### src/rtl/fifo_write_arbiter.sv
// fifo_write_arbiter
//
// Shares the single FIFO write port among NREQ producers. The arbitration is
// round-robin, and each grant is limited to a bounded burst. Every grant
// starts with one arbitration cycle in IDLE. In BURST the granted producer's
// words go straight through to the FIFO while the FIFO is not full.
//
// Parameters
//   NREQ       number of producers (2..8)
//   DW         data word width
//   MAX_BURST  max words taken from one grant holder before rotation (>=1)
//
// Ports
//   clk         clock, rising edge
//   rst         asynchronous active-high reset
//   req_valid   per-producer "word available"
//   req_data    producer i word at [i*DW +: DW]
//   req_ack     one-hot, word of producer i consumed this cycle
//   fifo_full   FIFO cannot accept a write this cycle
//   fifo_we     write strobe to the FIFO
//   fifo_wdata  write data to the FIFO (zero when not writing)
//   grant_id    current/last grant holder (registered)
//   busy        high while in BURST (registered)

module fifo_write_arbiter #(
    parameter int NREQ      = 4,
    parameter int DW        = 8,
    parameter int MAX_BURST = 4,
    localparam int GW       = (NREQ > 1) ? $clog2(NREQ) : 1
) (
    input  logic               clk,
    input  logic               rst,
    input  logic [NREQ-1:0]    req_valid,
    input  logic [NREQ*DW-1:0] req_data,
    output logic [NREQ-1:0]    req_ack,
    input  logic               fifo_full,
    output logic               fifo_we,
    output logic [DW-1:0]      fifo_wdata,
    output logic [GW-1:0]      grant_id,
    output logic               busy
);

    localparam int CW = $clog2(MAX_BURST + 1);
    localparam logic [GW-1:0] LAST_ID = GW'(NREQ - 1);
    localparam logic [CW-1:0] MAX_CNT = CW'(MAX_BURST);

    typedef enum logic {
        IDLE  = 1'b0,
        BURST = 1'b1
    } state_t;

    state_t          state_q, state_d;
    logic [GW-1:0]   grant_q, grant_d;
    logic [CW-1:0]   cnt_q, cnt_d;
    logic            busy_q, busy_d;

    logic            grant_valid;
    logic            write_ok;
    logic [DW-1:0]   sel_data;
    logic [GW-1:0]   winner;

    // Round-robin pick. The scan starts just after the last holder and wraps
    // modulo NREQ. The loop runs from the farthest offset down to the
    // nearest, so the nearest valid index is the one that is kept.
    function automatic logic [GW-1:0] pick_next(
        input logic [GW-1:0]   last,
        input logic [NREQ-1:0] valid
    );
        logic [GW-1:0] result;
        int            idx;
        result = last;
        for (int k = NREQ; k >= 1; k--) begin
            idx = int'(last) + k;
            if (idx >= NREQ) idx = idx - NREQ;
            if (valid[GW'(idx)]) result = GW'(idx);
        end
        return result;
    endfunction

    // Select the granted producer's word with a constant-index mux.
    always_comb begin
        sel_data = '0;
        for (int i = 0; i < NREQ; i++) begin
            if (grant_q == GW'(i)) sel_data = req_data[i*DW +: DW];
        end
    end

    // The write handshake is combinational. A full FIFO or a missing word
    // blocks the write in the same cycle, so no word is dropped.
    always_comb begin
        grant_valid = req_valid[grant_q];
        write_ok    = (state_q == BURST) && grant_valid && !fifo_full;
        winner      = pick_next(grant_q, req_valid);
        fifo_we     = write_ok;
        req_ack     = write_ok ? (NREQ'(1) << grant_q) : '0;
        fifo_wdata  = write_ok ? sel_data : '0;
    end

    // Next-state logic. A stall (full FIFO while the word is present) holds
    // the state, the grant and the count. Dropping valid releases the grant.
    always_comb begin
        state_d = state_q;
        grant_d = grant_q;
        cnt_d   = cnt_q;
        unique case (state_q)
            IDLE: begin
                if ((|req_valid) && !fifo_full) begin
                    grant_d = winner;
                    cnt_d   = '0;
                    state_d = BURST;
                end
            end
            BURST: begin
                if (write_ok) begin
                    if (cnt_q + 1'b1 == MAX_CNT) begin
                        cnt_d   = '0;
                        state_d = IDLE;
                    end else begin
                        cnt_d = cnt_q + 1'b1;
                    end
                end else if (!grant_valid) begin
                    cnt_d   = '0;
                    state_d = IDLE;
                end
            end
            default: begin
                cnt_d   = '0;
                state_d = IDLE;
            end
        endcase
        busy_d = (state_d == BURST);
    end

    // grant_id resets to the last index so that producer 0 has first priority.
    always_ff @(posedge clk or posedge rst) begin
        if (rst) begin
            state_q <= IDLE;
            grant_q <= LAST_ID;
            cnt_q   <= '0;
            busy_q  <= 1'b0;
        end else begin
            state_q <= state_d;
            grant_q <= grant_d;
            cnt_q   <= cnt_d;
            busy_q  <= busy_d;
        end
    end

    assign grant_id = grant_q;
    assign busy     = busy_q;

endmodule

### config.mk
export PLATFORM = sky130hd
export DESIGN_NAME = fifo_write_arbiter
export DESIGN_NICKNAME = d
export VERILOG_FILES = /design/src/rtl/fifo_write_arbiter.sv
export SDC_FILE = /design/constraint.sdc
export NUM_CORES = 1
export LEC_CHECK = 0
export ABC_AREA = 1
export ABC_CLOCK_PERIOD_IN_PS = 2900
export CAP_MARGIN = 0
export CORE_MARGIN = 2
export CORE_UTILIZATION = 37
export CTS_CLUSTER_SIZE = 16
export DETAILED_ROUTE_END_ITERATION = 16
export PLACE_DENSITY = 0.9
export REMOVE_ABC_BUFFERS = 1
export SYNTH_ARGS = -nofsm -noshare
export SYNTH_HDL_FRONTEND = slang
export SYNTH_SLANG_ARGS = --single-unit
### constraint.sdc
create_clock -name clk -period 2.9 [get_ports clk]
set_clock_uncertainty 0.15 [all_clocks]
set_input_delay 0.725 -clock clk [delete_from_list [all_inputs] [get_ports clk]]
set_output_delay 0.725 -clock clk [all_outputs]
set_load 0.01 [all_outputs]
## After elaboration in Yosys (flattened, before gate mapping)

Cells that the tools add are included.

| operators by class | value |
|---|---|
| $add $sub $neg | 9 |
| $lt $le $gt $ge | 9 |
| equal/unequal tests | 6 |
| shift operators | 1 |
| multiplexer cells | 38 |
| bitwise gates (word level) | 1 |
| reduce and logical (&&, ||, !) cells | 9 |

Operator list:

| operator | number |
|---|---|
| two-way mux 8 bit | 5 |
| less-than comparator 2 x 4 -> 1 bit (second input constant) | 4 |
| two-way mux 2 bit | 8 |
| two-way mux 1 bit | 13 |
| two-way mux 3 bit | 4 |
| binary-select mux 1 bit (select 2 bit) | 5 |
| >= comparator 3 bit (second input constant) | 3 |
| subtractor 2 x 1 -> 2 bit (second input constant) | 4 |
| adder 2 x 2 -> 3 bit (second input constant) | 2 |
| case mux 3 bit (2 select lines) | 1 |
| adder 2 x 3 -> 4 bit (second input constant) | 1 |
| equality test 2 bit (second input constant) | 2 |
| >= comparator 4 x 3 -> 1 bit (second input constant) | 1 |
| two-way mux 4 bit | 1 |
| nonzero test 4 bit | 1 |
| OR reduction 4 bit | 1 |
| << shifter 1 x 2 -> 4 bit (first input constant) | 1 |
| adder 2 x 1 -> 3 bit (second input constant) | 1 |
| adder 3 x 1 -> 3 bit (second input constant) | 1 |
| equality test 3 bit (second input constant) | 1 |
| logical AND 1 bit | 3 |
| less-than comparator 2 x 3 -> 1 bit (second input constant) | 1 |
| inequality test 3 bit (second input constant) | 1 |
| AND reduction 3 bit | 1 |
| other kinds (7) | 7 |

| word-level totals | value |
|---|---|
| bits in registers | 6 |
| input bits | 39 |
| output and inout port bits | 16 |
| logic and storage cells | 76 |

## Longest topological paths before layout

Gate-level depths: netlist of the first run.

| logic depth | value |
|---|---|
| word-level depth | 10 |
| depth in mapped cells | 11 |
| gate-level depth less buffers | 10 |

## Worst setup path before layout of the first run

No wires, ideal clock.

| timing path | value |
|---|---|
| path kind | flip-flop to output port |
| start point | register grant_q[0] (netlist: grant_id[0]) |
| end point | output port fifo_wdata[4] |
| arrival time | 1.690 ns |
| data required time | 2.025 ns |
| setup slack | 0.335 ns |
| stages on the path, launching flop included | 8 |
| buffers on the path | 2 |
| path through | dfstp_2 > inv_2 > ha_1 > clkbuf_1 > buf_2 > o31ai_1 > nand2_2 > nor2_2 |

| between the ends | value |
|---|---|
| word-level cells in the longest chain between the ends | 6 |
| elaborated cells on any way between the ends | 13 |
| those cells by class | eq/ne: 3; mux: 7; reduce/logical: 3 |

RTL lines:

| item | line | text |
|---|---|---|
| start, declared | 53 | `logic [GW-1:0] grant_q, grant_d;` |
| start signal, assigned | 143 | `grant_q <= grant_d;` |
| zero test 2 bit | 84 | `if (grant_q == GW'(i)) sel_data = req_data[i*DW +: DW];` |
| two-way mux 8 bit (4 in a row) | 84 |  |
| two-way mux 8 bit * | 96 | `fifo_wdata = write_ok ? sel_data : '0;` |
| end, declared | 38 | `output logic [DW-1:0] fifo_wdata,` |

Every way passes the cells marked *; elsewhere a longest branch is shown, timed or not. The select of a mux whose other input is x is not followed.

## Worst setup path after layout of the first run

| timing path | value |
|---|---|
| start point | register grant_q[0] (netlist: grant_id[0]) |
| end point | output port fifo_wdata[2] |

The elaborated chain is that of the path after synthesis.

==> results of run 1 <==
-- logic make-up (layout without fill, tap and decap cells) --
| logic type | after synthesis | count (layout) |
|---|---|---|
| and+or+nand+nor | 92 | 92 |
| adders and majority gates | 7 | 7 |
| buffers and inverters | 29 | 104 |
| DFF | 6 | 6 |
| AOI/OAI and AO/OA | 28 | 28 |
-- worst max-delay path: stages (launching register included) --
cell and delay [ps]:
dfstp_2 600, inv_2 60, ha_1 210, buf_4 180, o31ai_1 300, nand2_2 80, nor2_2 80, buf_2 130
-- stage by stage --
| stage | setup WS, ps | hold WS [ps] | total power (uW) |
|---|---|---|---|
| 2_1_floorplan | 441 | 296 | 764 |
| 3_3_place_gp | -457 | 310 | 1140 |
| 3_5_place_dp | -479 | 328 | 1170 |
| 4_1_cts | 2.17 | 339 | 1310 |
| 5_1_grt | 2.18 | 403 | 1490 |
| 6_report | 131 | 338 | 1340 |
-- cell type report --
| class | count | area (sq um) | area share [%] |
|---|---|---|---|
| repair buffers | 76 | 647 | 39.5 |
| inverters | 23 | 103 | 6.26 |
| multi-input cells | 127 | 663 | 40.5 |
| flip-flops and latches | 6 | 153 | 9.32 |
| well taps | 30 | 37.5 | 2.29 |
| repair inverters | 1 | 8.76 | 0.535 |
| clock buffers | 4 | 26.3 | 1.60 |
-- placed cells by master, fill, tap and decap left out --
master	synthesis	final
a21oi_1	17	17
buf_2	2	12
buf_4	0	21
buf_6	0	1
clkbuf_1	2	1
clkbuf_4	0	3
clkdlybuf4s50_1	0	37
clkinv_1	2	1
clkinv_4	0	1
clkinv_8	0	1
clkinvlp_4	0	1
dfrtp_1	4	4
dfstp_2	2	2
dlygate4sd2_1	0	4
dlymetal6s2s_1	0	1
ha_1	7	5
ha_2	0	1
ha_4	0	1
inv_1	18	17
inv_2	2	3
nand2_1	45	43
nand2_2	6	8
nand2_4	1	1
nand3_1	5	5
nor2_1	29	29
nor2_2	6	6
o21ai_0	2	2
o22ai_1	1	1
o31ai_1	8	7
o31ai_2	0	1
-- routing by layer --
| layer | routed length, microns | share of wire, % |
|---|---|---|
| met5 | 0 | 0 |
| met4 | 23 | 0.77 |
| met3 | 328 | 11 |
| met2 | 1430 | 48 |
| met1 | 1220 | 41 |
-- power by group through the flow --
stage	clock, uW	sequential, uW	combinational (uW)
3_5_place_dp	0	159	1010
2_1_floorplan	0	180	584
3_3_place_gp	0	157	981
5_1_grt	95.3	173	1220
4_1_cts	90.9	158	1060
6_report	85.8	165	1090
-- state kept, by name, summed over array words and instances (netlist names) --
signal	flops
grant_id	2
busy	1
cnt_q	3
-- worst max-delay path by stage --
stage	to	slack (ps)	depth (start not counted)
after CTS	req_ack[1]	2	11
final	fifo_wdata[2]	130	7
after global placement	fifo_wdata[0]	-460	12
after floorplan	fifo_wdata[1]	440	7
after detailed placement	fifo_wdata[0]	-480	12
after global routing	grant_id[1]$_DFFE_PP1P_	2	18
-- what timing repair did --
action                                  4_1_cts  5_1_grt
resized for setup                            56        8
setup buffers                                11        0
endpoints found under the setup margin       13       13
gates cloned                                  1        0
pin swaps                                     1        3
==> flow_summary.json, run 1 <==
{
  "drt_iter0_markers": 18,
  "cellPowerDensity_nw_per_um2": 819,
  "top_usage_layer": "met2",
  "root_buffer": "clkbuf_4",
  "fin_crit_ps": 2770,
  "status": "finished, final reports clean",
  "core_sq_um": 2410,
  "fmax_mhz": 361,
  "netlist-cell-type-count": 21,
  "die_w_microns": 53.9,
  "final-setup-viol-count": 0,
  "clk_pin_slew_worst_paths_ps": 50,
  "holdPathEnd": "cnt_q[1]$_DFFE_PP0P_",
  "syn-instance-count": 162,
  "grt_pass1_wl_mm": 4.81,
  "final_util_pct": 68.0,
  "slew_violations": 0,
  "crit_type": "flip-flop to primary output",
  "hold_violations": 0,
  "synth.cell_area_sq_um": 920,
  "grt_usage_pct": 22.2,
  "switching_share_pct": 49.3,
  "gp_congestion": 0.731,
  "cts_hold_buffers": 0,
  "grtUsageMet3_pct": 5.00,
  "firstDrtPassIters": 4,
  "grt_util_met1_pct": 25.0,
  "synth-xor-area-share_pct": 0,
  "synth_seq_area_share_pct": 16.6,
  "syn-mean-instance-area_sq_um": 5.68,
  "critical_path_required_ps": 2030,
  "clk_latency_ps": 250,
  "numCtsBuffers": 3,
  "final_area_sq_um": 1640,
  "vias_per_cell": 4.72,
  "synth_edf_count": 0,
  "ys_ff_latch": 6,
  "start_kind": "flip-flop",
  "drv_cap": 0,
  "grt_pass1_vias": 1215,
  "place_area_sq_um": 1550,
  "p_int_uw": 680,
  "stdcell_count": 267,
  "synth_flop_cell": "dfrtp_1",
  "rsz0062_at_grt": "no",
  "clock_path_buffers": 2,
  "cts_tree": "yes",
  "seqPwrFrac_pct": 12.3,
  "synth_area_leaders": "nand2_1 (18%), nor2_1 (12%), dfrtp_1 (11%)",
  "initial_utilization_pct": 38.2,
  "synth_warnings": 0,
  "worstMarginPinSlew_ps": 298,
  "min-delay-start": "cnt_q[1]$_DFFE_PP0P_",
  "synth_top_area_cell": "nand2_1",
  "place_inst": 252,
  "hold_path.class": "flip-flop to flip-flop",
  "timing.final.crit_share_pct": 95.5,
  "grt_max_degree": 12,
  "synth_mux_area_share_pct": 0,
  "cts-htree-levels": 1,
  "dp_hpwl_mm": 2.29,
  "arrival_ps": 1890,
  "layout.nets": 284,
  "drive_gt1_share_pct": 26.6,
  "n_fill_cell": 211,
  "row_count": 18,
  "antenna_found_initial": 0,
  "p_sw_uw": 662,
  "holdPathStages": 2,
  "synthTopCellsByCount": "nand2_1 (45), nor2_1 (29), inv_1 (18), a21oi_1 (17), o31ai_1 (8)",
  "irDropWorstVdd_mv": 0.612,
  "drt_wl_total_mm": 3.01,
  "gr-total-overflow": 0,
  "antenna_cells": 0,
  "crit_start": "grant_id[0]$_DFFE_PP1P_",
  "dieArea_sq_um": 2900,
  "async_flop_share_pct": 100,
  "clock-sinks": 6,
  "via_count": 1261,
  "power_leakage_uw": 0.000869,
  "timing.rr.end": "grant_id[1]$_DFFE_PP1P_",
  "clock_power_share_pct": 6.4,
  "postRouteAntennaNets": 0,
  "yosysTopAreaCellShare_pct": 18.4,
  "wl_per_cell_microns": 11.3,
  "synthAdderAreaFrac_pct": 9.52,
  "slew_headroom_pct": 80.1,
  "path_max_fanout": 11,
  "tns_ps": 0,
  "area_growth_pct": 78.1,
  "io_pins": 55,
  "p_comb_share_pct": 81.3,
  "end_kind": "primary output",
  "rrSetupSlack_ps": 370,
  "grt_use_met2_pct": 40.4,
  "die_y_microns": 53.9,
  "synth_compound_area_share_pct": 17.6,
  "io_buffers": 54,
  "synth.most_common_cell": "nand2_1",
  "drc": 0,
  "r2r-start": "grant_id[0]$_DFFE_PP1P_",
  "synth_simple_gate_area_share_pct": 42.3,
  "synth_top_family_by_area": "simple AND/OR/NAND/NOR gates",
  "rr_worst_depth": 18
}
Note: power is estimated with default switching activity, not from simulation.
==> inputs of run 2 (changes only) <==
--- a/config.mk
+++ b/config.mk
@@ -6,14 +6,12 @@
 export NUM_CORES = 1
 export LEC_CHECK = 0
 export ABC_AREA = 1
-export ABC_CLOCK_PERIOD_IN_PS = 2900
 export CAP_MARGIN = 0
 export CORE_MARGIN = 2
-export CORE_UTILIZATION = 37
+export CORE_UTILIZATION = 40
 export CTS_CLUSTER_SIZE = 16
 export DETAILED_ROUTE_END_ITERATION = 16
-export PLACE_DENSITY = 0.9
-export REMOVE_ABC_BUFFERS = 1
+export PLACE_DENSITY = 0.95
 export SYNTH_ARGS = -nofsm -noshare
 export SYNTH_HDL_FRONTEND = slang
 export SYNTH_SLANG_ARGS = --single-unit
==> constraint.sdc (replaced) <==
create_clock -name clk -period 3.55 [get_ports clk]
set_clock_uncertainty 0.15 [all_clocks]
set_input_delay 0.8875 -clock clk [delete_from_list [all_inputs] [get_ports clk]]
set_output_delay 0.8875 -clock clk [all_outputs]
set_load 0.01 [all_outputs]
==> flow_summary.json, run 2 (synthesis gave the netlist of run 1 again) <==
{
  "slew_headroom_pct": 63.3,
  "slew_violations": 0,
  "arrival_ps": 2350,
  "die_w_microns": 52.0,
  "cellPowerDensity_nw_per_um2": 624,
  "postRouteAntennaNets": 0,
  "grt_pass1_wl_mm": 4.30,
  "antenna_cells": 0,
  "final_area_sq_um": 1500,
  "wl_met1_mm": 1.17,
  "final_cell_mix": "nand2_1 (45), clkdlybuf4s50_1 (41), nor2_1 (29)",
  "drc": 0,
  "gp_congestion": 0.860,
  "wl_met3_microns": 226,
  "stdcell_count": 246,
  "row_count": 17,
  "layout.nets": 265,
  "drv_cap": 0,
  "clk_latency_ps": 250,
  "core_sq_um": 2190,
  "synthesis.nets": 208,
  "vias_per_cell": 4.85,
  "drt_wl_total_mm": 2.72,
  "multi_input_area_sq_um": 638,
  "start_kind": "input pin",
  "rsz0062_at_grt": "no",
  "dp_hpwl_mm": 2.16,
  "route.met2.wl_mm": 1.29,
  "grt_pass1_vias": 1069,
  "numCtsBuffers": 3,
  "grt_max_degree": 18,
  "path_max_fanout": 4,
  "cts-htree-levels": 1,
  "clock-sinks": 6,
  "fin_crit_ps": 3380,
  "wl_per_cell_microns": 11.1,
  "area_growth_pct": 63.3,
  "status": "finished, final reports clean",
  "initial_utilization_pct": 42.0,
  "firstDrtPassIters": 4,
  "io_buffers": 54,
  "drt_iter0_markers": 30,
  "seq_area_sq_um": 153,
  "clk_pin_slew_worst_paths_ps": 50,
  "irDropWorstVdd_mv": 0.583,
  "drive_gt1_share_pct": 11.5,
  "grt_usage_pct": 20.9,
  "place_area_sq_um": 1480,
  "top_layer": "met4",
  "power_leakage_uw": 0.000804,
  "worstMarginPinSlew_ps": 550,
  "dieArea_sq_um": 2700,
  "cts_hold_buffers": 0,
  "critical_path_required_ps": 2510,
  "crit_type": "input pin to primary output",
  "final-setup-viol-count": 0,
  "io_pins": 55,
  "cts_tree": "yes",
  "clock_path_buffers": 2,
  "place_inst": 242,
  "via_count": 1192,
  "n_fill_cell": 201,
  "top_register": "cnt_q",
  "fmax_mhz": 296,
  "root_buffer": "clkbuf_4",
  "antenna_found_initial": 0,
  "end_kind": "primary output",
  "hold_ws_ps": 328,
  "final_common_cell": "nand2_1",
  "hold_violations": 0,
  "largest_reg_flops": 3,
  "timing.final.crit_share_pct": 95.3,
  "hold_path.class": "flip-flop to flip-flop",
  "gr-total-overflow": 0,
  "die_y_microns": 52.0
}
run 2: area by class of cell:
| type | count | area share [%] |
|---|---|---|
| multi-input combinational | 127 | 42.5 |
| timing repair buffer | 58 | 37.2 |
| sequential | 6 | 10.2 |
| inverter | 23 | 6.08 |
| tap | 28 | 2.33 |
| clock buffer | 4 | 1.75 |
run 2: path summary, 6_finish.rpt:
check / start / end / slack [ps] / cells past startpoint
worst max register to register: grant_id[0]$_DFFE_PP1P_ / grant_id[0]$_DFFE_PP1P_ / 1750 / 9
worst min register to register: cnt_q[1]$_DFFE_PP0P_ / cnt_q[1]$_DFFE_PP0P_ / 330 / 2
min in group asynchronous: rst / cnt_q[0]$_DFFE_PP0P_ / 700 / 2
max in group asynchronous: rst / grant_id[0]$_DFFE_PP1P_ / 2300 / 2
worst max-delay path: req_valid[0] / req_ack[1] / 170 / 11
worst min-delay path: cnt_q[1]$_DFFE_PP0P_ / cnt_q[1]$_DFFE_PP0P_ / 330 / 2
run 2: where the power goes:
| group | total [uW] | switching [uW] | internal, uW |
|---|---|---|---|
| sequential | 148 | 42.7 | 106 |
| combinational | 721 | 416 | 305 |
| clock | 67.3 | 24.7 | 42.6 |
| total | 936 | 483 | 453 |
run 2: per-layer routing:
layer	global-route usage (%)	vias to the layer above
li1	-	619
met1	25.0	513
met2	36.1	56
met3	2.87	4
met4	10.5	0
met5	0	-
run 2: stage by stage:
step	setup WS [ps]	TNS (ps)	util, %	power [uW]
after floorplan	822	0	-	646
after global placement	-123	-1100	67.7	872
after detailed placement	-127	-1260	67.7	885
after CTS	62.6	0	68.4	941
after global routing	26.7	0	68.5	1040
final	167	0	68.5	936
run 2: worst max-delay path, stage by stage:
cell	delay, ps
clkdlybuf4s50_1	470
inv_1	60
nand2_1	80
nand2_1	60
nand2_1	50
nand2_1	70
inv_2	80
nand2_4	50
buf_4	150
nor2_1	100
dlygate4sd2_1	290
run 2: timing repair:
| action | 4_1_cts | 5_1_grt |
|---|---|---|
| gates resized for setup | 13 | 1 |
| endpoints found under the hold margin | 0 | 0 |
| setup buffers | 0 | 0 |
| gates cloned | 0 | 0 |
| setup endpoints to repair | 12 | 1 |
==> inputs of run 3 (changes only) <==
--- a/config.mk
+++ b/config.mk
@@ -8,10 +8,12 @@
 export ABC_AREA = 1
 export CAP_MARGIN = 0
 export CORE_MARGIN = 2
-export CORE_UTILIZATION = 40
+export CORE_UTILIZATION = 55
 export CTS_CLUSTER_SIZE = 16
 export DETAILED_ROUTE_END_ITERATION = 16
-export PLACE_DENSITY = 0.95
+export DONT_BUFFER_PORTS = 1
+export GPL_TIMING_DRIVEN = 0
+export PLACE_DENSITY = 0.8
 export SYNTH_ARGS = -nofsm -noshare
 export SYNTH_HDL_FRONTEND = slang
 export SYNTH_SLANG_ARGS = --single-unit
==> flow_summary.json, run 3 (synthesis gave the netlist of run 1 again) <==
{
  "gp_congestion": 0.787,
  "power_uw": 815,
  "tns_ps": 0,
  "via_count": 980,
  "start_kind": "flip-flop",
  "rr_worst_depth": 9,
  "cellPowerDensity_nw_per_um2": 843,
  "grt_max_degree": 11,
  "layout.nets": 213,
  "antenna_cells": 0,
  "slew_headroom_pct": 75.3,
  "drv_cap": 0,
  "fin_crit_ps": 3180,
  "cts_resized": 0,
  "crit_type": "flip-flop to primary output",
  "final_cell_mix": "nand2_1 (45), nor2_1 (29), inv_1 (18)",
  "clock_path_buffers": 2,
  "drt_iter0_markers": 14,
  "critical_path_required_ps": 2510,
  "timing.final.crit_share_pct": 89.6,
  "cts_setup_buffers": 0,
  "numCtsBuffers": 3,
  "final_util_pct": 62.7,
  "grt_pass1_vias": 922,
  "grt_usage_pct": 23.5,
  "firstDrtPassIters": 6,
  "status": "finished, final reports clean",
  "final_common_cell": "nand2_1",
  "postRouteAntennaNets": 0,
  "final-setup-viol-count": 0,
  "vias_per_cell": 5.38,
  "switching_share_pct": 56.5,
  "power_leakage_uw": 0.000532,
  "wl_per_cell_microns": 11.7,
  "dieArea_sq_um": 2020,
  "clk_latency_ps": 240,
  "area_growth_pct": 5.03,
  "io_buffers": 0,
  "arrival_ps": 2140,
  "cts_hold_buffers": 0,
  "die_y_microns": 44.9,
  "drt_wl_total_mm": 2.13,
  "clock_power_share_pct": 8.0,
  "io_pins": 55,
  "hold_path.class": "input pin to async pin",
  "clock-sinks": 6,
  "slew_violations": 0,
  "rsz0062_at_grt": "no",
  "p_sw_uw": 460,
  "root_buffer": "clkbuf_4",
  "seqPwrFrac_pct": 19.5,
  "final_area_sq_um": 966,
  "worstMarginPinSlew_ps": 370,
  "core_sq_um": 1540,
  "dp_hpwl_mm": 1.82,
  "die_w_microns": 44.9,
  "drc": 0,
  "hold_ws_ps": 291,
  "hold_violations": 0,
  "cts_tree": "yes",
  "synthesis.nets": 208,
  "top_register": "cnt_q",
  "irDropWorstVdd_mv": 0.474,
  "grt_pass1_wl_mm": 3.54,
  "cts-htree-levels": 1,
  "place_area_sq_um": 940,
  "fmax_mhz": 314,
  "gr-total-overflow": 0,
  "drive_gt1_share_pct": 14.5,
  "row_count": 14,
  "antenna_found_initial": 0,
  "path_max_fanout": 10,
  "end_kind": "primary output",
  "largest_reg_flops": 3,
  "initial_utilization_pct": 59.7,
  "p_int_uw": 355,
  "clk_pin_slew_worst_paths_ps": 40,
  "p_comb_share_pct": 72.5
}
[run 3: cell types whose count changed in the layout (fill, tap and decap cells not counted), moves of 2 or more]
cell	delta
buf_4	-4
dlygate4sd2_1	-12
clkbuf_1	+2
buf_2	+2
clkdlybuf4s50_1	-41
[run 3: layer usage]
metal / global-route usage (%) / wire (microns)
met1: 24.6 / 863
met2: 45.5 / 1100
met3: 4.40 / 157
met4: 8.82 / 12
met5: 0 / 0
[run 3: critical path: stages, from the launching register on]
cell      delay, ps
dfstp_2         660
inv_2           110
ha_1            200
clkbuf_1        180
buf_2           220
o31ai_1         300
nand2_2          80
nor2_2          150
[run 3: power by group through the flow]
stage | clock network, uW | logic (uW) | registers [uW]
2_1_floorplan | 0 | 499 | 147
3_3_place_gp | 0 | 569 | 159
3_5_place_dp | 0 | 588 | 161
4_1_cts | 67.2 | 590 | 160
5_1_grt | 76.5 | 683 | 166
6_report | 65.3 | 590 | 159
[run 3: final cells by class]
type                            instances  area (sq um)
Multi-Input combinational cell        127           638
Fill cell                             160           576
Sequential cell                         6           153
Inverter                               23          87.6
Buffer                                  6          41.3
Clock buffer                            4          26.3
Tap cell                               16          20.0
[run 3: per-stage QoR]
step / worst slack, ps / cells
floorplan: 822 / 162
global placement: 634 / 178
detailed placement: 613 / 178
CTS: 357 / 182
global route: 191 / 182
finish: 370 / 182
[run 3: final timing paths]
check / start / endpoint / slack [ps]
setup / recovery: grant_id[0]$_DFFE_PP1P_ / fifo_wdata[4] / 370
hold / removal: rst / cnt_q[1]$_DFFE_PP0P_ / 290
setup reg to reg: grant_id[0]$_DFFE_PP1P_ / grant_id[0]$_DFFE_PP1P_ / 1710
hold reg to reg: cnt_q[1]$_DFFE_PP0P_ / cnt_q[1]$_DFFE_PP0P_ / 320
max in group asynchronous: rst / grant_id[0]$_DFFE_PP1P_ / 2710
min in group clk: cnt_q[1]$_DFFE_PP0P_ / cnt_q[1]$_DFFE_PP0P_ / 320
